==> src/rtl/cla_share_arbiter.sv <==
// Round-robin arbiter sharing one 32-bit carry-lookahead adder among NUM_REQ requesters.
// One add in flight at a time; operands and results are registered, and results are returned with a valid/ready handshake.
module CLA_32bit (
    input  logic [31:0] A,
    input  logic [31:0] B,
    input  logic        Cin,
    output logic [31:0] Sum,
    output logic        Cout
);
    logic [31:0] g, p;
    logic [32:0] c;
    logic [7:0]  gg, gp;
    logic [8:0]  gc;

    // Two-level lookahead: 4-bit groups, group carries chained from group G/P.
    always_comb begin
        g  = A & B;
        p  = A ^ B;
        gg = '0;
        gp = '0;
        gc = '0;
        c  = '0;
        gc[0] = Cin;
        for (int unsigned j = 0; j < 8; j++) begin
            gg[j] = g[4*j+3] | (p[4*j+3] & g[4*j+2]) | (p[4*j+3] & p[4*j+2] & g[4*j+1])
                  | (p[4*j+3] & p[4*j+2] & p[4*j+1] & g[4*j]);
            gp[j] = &p[4*j +: 4];
            gc[j+1] = gg[j] | (gp[j] & gc[j]);
        end
        for (int unsigned j = 0; j < 8; j++) begin
            c[4*j]   = gc[j];
            c[4*j+1] = g[4*j] | (p[4*j] & gc[j]);
            c[4*j+2] = g[4*j+1] | (p[4*j+1] & g[4*j]) | (p[4*j+1] & p[4*j] & gc[j]);
            c[4*j+3] = g[4*j+2] | (p[4*j+2] & g[4*j+1]) | (p[4*j+2] & p[4*j+1] & g[4*j])
                     | (p[4*j+2] & p[4*j+1] & p[4*j] & gc[j]);
        end
        c[32] = gc[8];
        Sum   = p ^ c[31:0];
        Cout  = c[32];
    end
endmodule

module cla_share_arbiter #(
    parameter int NUM_REQ = 4,
    parameter int ID_W    = 2,
    parameter int CNT_W   = 16
) (
    input  logic                  clk,
    input  logic                  rst,
    input  logic [NUM_REQ-1:0]    req_valid,
    input  logic [NUM_REQ*32-1:0] req_a,
    input  logic [NUM_REQ*32-1:0] req_b,
    output logic [NUM_REQ-1:0]    req_ready,
    output logic                  rsp_valid,
    input  logic                  rsp_ready,
    output logic [ID_W-1:0]       rsp_id,
    output logic [31:0]           rsp_sum,
    output logic                  rsp_cout,
    output logic                  busy,
    output logic [CNT_W-1:0]      txn_count
);
    localparam int unsigned NREQ = NUM_REQ;

    typedef enum logic [1:0] {IDLE = 2'd0, CALC = 2'd1, DONE = 2'd2} state_t;

    state_t           state_q, state_d;
    logic [ID_W-1:0]  rr_ptr_q, rr_ptr_d;
    logic [31:0]      op_a_q, op_a_d, op_b_q, op_b_d;
    logic [ID_W-1:0]  id_q, id_d;
    logic             rsp_valid_q, rsp_valid_d;
    logic [ID_W-1:0]  rsp_id_q, rsp_id_d;
    logic [31:0]      rsp_sum_q, rsp_sum_d;
    logic             rsp_cout_q, rsp_cout_d;
    logic [CNT_W-1:0] txn_count_q, txn_count_d;

    logic             found;
    logic [ID_W-1:0]  win, cand;
    logic [31:0]      cla_sum;
    logic             cla_cout;

    CLA_32bit u_cla (
        .A    (op_a_q),
        .B    (op_b_q),
        .Cin  (1'b0),
        .Sum  (cla_sum),
        .Cout (cla_cout)
    );

    always_comb begin
        found = 1'b0;
        win   = '0;
        cand  = '0;
        for (int unsigned k = 0; k < NREQ; k++) begin
            cand = ID_W'((32'(rr_ptr_q) + k) % NREQ);
            if (!found && req_valid[cand]) begin
                found = 1'b1;
                win   = cand;
            end
        end
    end

    // Grant is held low while reset is asserted so reset truly clears req_ready.
    always_comb begin
        req_ready = '0;
        if (state_q == IDLE && found && !rst)
            req_ready[win] = 1'b1;
    end

    always_comb begin
        state_d     = state_q;
        rr_ptr_d    = rr_ptr_q;
        op_a_d      = op_a_q;
        op_b_d      = op_b_q;
        id_d        = id_q;
        rsp_valid_d = rsp_valid_q;
        rsp_id_d    = rsp_id_q;
        rsp_sum_d   = rsp_sum_q;
        rsp_cout_d  = rsp_cout_q;
        txn_count_d = txn_count_q;
        unique case (state_q)
            IDLE: begin
                if (found) begin
                    op_a_d   = req_a[32*win +: 32];
                    op_b_d   = req_b[32*win +: 32];
                    id_d     = win;
                    rr_ptr_d = (win == ID_W'(NUM_REQ - 1)) ? '0 : win + 1'b1;
                    state_d  = CALC;
                end
            end
            CALC: begin
                rsp_sum_d   = cla_sum;
                rsp_cout_d  = cla_cout;
                rsp_id_d    = id_q;
                rsp_valid_d = 1'b1;
                state_d     = DONE;
            end
            DONE: begin
                if (rsp_ready) begin
                    rsp_valid_d = 1'b0;
                    txn_count_d = txn_count_q + 1'b1;
                    state_d     = IDLE;
                end
            end
            default: state_d = IDLE;
        endcase
    end

    always_ff @(posedge clk or posedge rst) begin
        if (rst) begin
            state_q     <= IDLE;
            rr_ptr_q    <= '0;
            op_a_q      <= '0;
            op_b_q      <= '0;
            id_q        <= '0;
            rsp_valid_q <= 1'b0;
            rsp_id_q    <= '0;
            rsp_sum_q   <= '0;
            rsp_cout_q  <= 1'b0;
            txn_count_q <= '0;
        end else begin
            state_q     <= state_d;
            rr_ptr_q    <= rr_ptr_d;
            op_a_q      <= op_a_d;
            op_b_q      <= op_b_d;
            id_q        <= id_d;
            rsp_valid_q <= rsp_valid_d;
            rsp_id_q    <= rsp_id_d;
            rsp_sum_q   <= rsp_sum_d;
            rsp_cout_q  <= rsp_cout_d;
            txn_count_q <= txn_count_d;
        end
    end

    assign rsp_valid = rsp_valid_q;
    assign rsp_id    = rsp_id_q;
    assign rsp_sum   = rsp_sum_q;
    assign rsp_cout  = rsp_cout_q;
    assign busy      = (state_q != IDLE);
    assign txn_count = txn_count_q;
endmodule

==> config.mk <==
export PLATFORM = sky130hd
export DESIGN_NAME = cla_share_arbiter
export DESIGN_NICKNAME = d
export VERILOG_FILES = /design/src/rtl/cla_share_arbiter.sv
export SDC_FILE = /design/constraint.sdc
export NUM_CORES = 1
export LEC_CHECK = 0
export BUFFER_PORTS_ARGS = -buffer_cell sky130_fd_sc_hd__buf_2
export CAP_MARGIN = 20
export CORE_AREA = 2 2 124 126
export CTS_BUF_LIST = sky130_fd_sc_hd__clkbuf_2 sky130_fd_sc_hd__clkbuf_4 sky130_fd_sc_hd__clkbuf_8
export DETAILED_ROUTE_END_ITERATION = 10
export DIE_AREA = 0 0 126 128
export MAX_ROUTING_LAYER = met4
export PLACE_DENSITY = 0.84
export SLEW_MARGIN = 30
export SYNTH_ARGS = -nofsm -noshare
export SYNTH_HDL_FRONTEND = slang
export SYNTH_HIERARCHICAL = 1
export SYNTH_SLANG_ARGS = --single-unit
==> constraint.sdc <==
create_clock -name clk -period 10.86 [get_ports clk]
set_clock_uncertainty 0.15 [all_clocks]
set_input_delay 1.086 -clock clk [delete_from_list [all_inputs] [get_ports clk]]
set_output_delay 1.086 -clock clk [all_outputs]
set_load 0.01 [all_outputs]
==> out/metrics.cfg <==
[routing]
drt_pass1_iterations=5
wire_per_inst_um=17.2
drtIter0Drc=330
vias_per_cell=5.74
routed_wl_um=20900
ant_nets=0
num_vias=6961
drc=0

[timing]
fmax_ghz=0.209
slew_headroom_pct=45.5
final-setup-viol-count=0
min_period_ns=4.79
rsz0062_at_grt=false
tns_ns=0
final_max_slew_viol_count=0
hold_violations=0
tightest_slew_ns=0.818
min_period_over_period_pct=44.1

[power]
p_sw_uw=1340
p_clk_share_pct=14.2
ir_drop_mv=0.161
sw_frac_of_total_pct=42.7
comb_power_share_pct=59.1
seq_power_share_pct=26.7
p_int_uw=1800
p_leak_uw=0.00470
power.density_mw_per_mm2=327

[synth]
async_flop_share_pct=100
yosys.cell_count.top_type=dfrtp_1
ys.flop_type=dfrtp_1
synth_top_area_share_pct=41.1
synthesis.area_mm2=0.00743
syn_area_per_cell_um2=10.4
ys_seq_area_share_pct=41.1
syn_inst=712
ys_seq_elements=122
synth-edff-count=0
synth_top_cell_by_area=dfrtp_1
synth_warnings=6
synth_area_leaders=dfrtp_1 41%, mux2i_1 8.8%, a221oi_1 7.5%
ys_types=56
yosys-top-cells-count=122 x dfrtp_1, 75 x nor2_1, 65 x mux2i_1, 64 x a221oi_1, 64 x o22ai_1

[die]
fp.dieArea_mm2=0.0161
io_pins=320
core-area_mm2=0.0149
die_x_um=126
initial_core_util_pct=50.0
rows=45
dieHeight_um=128

[grt]
track_usage_pct=26.6
grt_max_degree=70
antenna_found_initial=1
grt_first_pass_wirelength_um=33300
grt-ovfl-total=0
grt_pass1_vias=6866

[worst_setup_path]
cp-start-kind=primary input
critical_path.cell_chain=buf_2, nor3_1, a21o_2, buf_4, inv_2, buf_4, and3_1, buf_2
criticalPathCategory=in -> out
worstPathRequired_ns=9.62
crit_fanout=69
worst-path-buf-inv=5
end_kind=output pin
slowest_delay_ns=0.58
slowest_stage=buf_4
worst_ep_arrival_time_ns=3.55
crit_family=buffers and inverters

[worst_hold_path]
worstHoldPathType=reg -> reg

[clock_tree]
clock_latency_ns=0.43
post_cts_buffers=0
cts_hold_buf=0
clockRootBuffer=clkbuf_8
cts_resized=0
clockBufferDepth=2
cts_max_level=4
cts_sinks=122
path_clk_slew_ns=0.07
cts_buffers=17
tritoncts=built

[layout]
area_delta_synth_final_pct=28.9
finalNonFillerCells=1212
drive_above_1_share_pct=40.3
num-nets-final=1316

[run_status]
outcome=finished clean

[placement]
placedCellCount=1179
numPortBuffers=319
gp_congestion=0.859
place_hpwl_um=15600

[run]
drv_cap=0

-- cell type report --
class | instances | area (um^2)
inverters | 15 | 58.8
diodes | 1 | 2.50
repair buffers | 327 | 1680
flip-flops and latches | 122 | 3050
fillers | 1227 | 5280
clock buffers | 19 | 262
clock inverters | 13 | 174
well taps | 188 | 235
multi-input cells | 527 | 4120
-- state kept, by name, summed over array words and instances (netlist names) --
register   count
rsp_id         2
rsp_sum       32
state_q        2
rsp_valid      1
id_q           2
txn_count     16
rsp_cout       1
op_a_q        32
op_b_q        32
rr_ptr_q       2
-- power groups by stage --
stage	combinational (uW)	sequential, uW	clock [uW]
final	1850	837	445
after global routing	2070	866	472
after CTS	1850	838	453
after detailed placement	1840	844	0
after global placement	1760	830	0
after floorplan	1350	841	0
-- metrics by stage --
stage          instance area (um^2)  worst slack (ns)  power (uW)  hold slack (ns)  utilization, %
4_1_cts                        9580              6.02        3150            0.338            64.5
3_3_place_gp                   9110              6.22        2590            0.306            61.3
6_report                       9580              6.07        3140            0.340            64.5
3_5_place_dp                   9150              6.04        2680            0.320            61.5
5_1_grt                        9580              5.83        3400            0.360            64.5
2_1_floorplan                  7440              5.47        2190            0.291               -
-- layout by cell type (no fill, tap or decap), types with 4 or more instances in the layout --
| cell type | instances |
|---|---|
| ha_1 | 35 |
| mux2i_1 | 65 |
| mux2_2 | 36 |
| and3_1 | 8 |
| buf_4 | 7 |
| nor3_1 | 5 |
| xnor2_1 | 23 |
| bufinv_16 | 4 |
| o21ai_0 | 9 |
| inv_1 | 13 |
| dfrtp_1 | 122 |
| xor2_1 | 13 |
| clkbuf_8 | 19 |
| nand2_1 | 23 |
| fa_1 | 8 |
| nand3_1 | 9 |
| a21oi_1 | 23 |
| o22ai_1 | 64 |
| a221oi_1 | 64 |
| clkinv_2 | 6 |
| a21o_1 | 12 |
| nor2_1 | 75 |
| buf_2 | 319 |
-- final timing paths --
check                               from       endpoint  slack (ns)  depth (start not counted)
setup / recovery            req_valid[2]   req_ready[2]        6.07                          8
hold / removal             txn_count[15]  txn_count[15]        0.34                          1
setup reg to reg              state_q[1]      op_a_q[1]        7.19                          8
hold reg to reg            txn_count[15]  txn_count[15]        0.34                          1
max in group asynchronous            rst    rsp_sum[18]        8.61                          3
min in group asynchronous            rst        id_q[0]        0.64                          2
-- cells by family after synthesis --
group           Yosys count  synth area share, %
fa+ha+maj                43                 8.04
mux                     101                 14.2
compound gates          200                 19.5
other cells               1               0.0504
xor+xnor                 36                 4.24
simple gates            145                 8.97
buf+inv                  64                 3.92
flops                   122                 41.1
-- worst reg2reg max path, stage by stage (launching register included) --
cell and delay (ns):
dfrtp_1 0.48, or2_1 0.15, a21o_2 0.08, buf_4 0.58, inv_2 0.48, buf_4 0.39
nand2_2 0.57, buf_4 0.48, o22ai_1 0.16
-- per-layer routing --
layer | vias up | routed length, um | track usage (%)
met2 | 254 | 10500 | 44.2
li1 | 3299 | - | -
met1 | 3366 | 8750 | 32.3
met4 | 0 | 533 | 9.95
met5 | - | 0 | -
met3 | 42 | 1140 | 5.26
(Power assumes the default switching activity.)
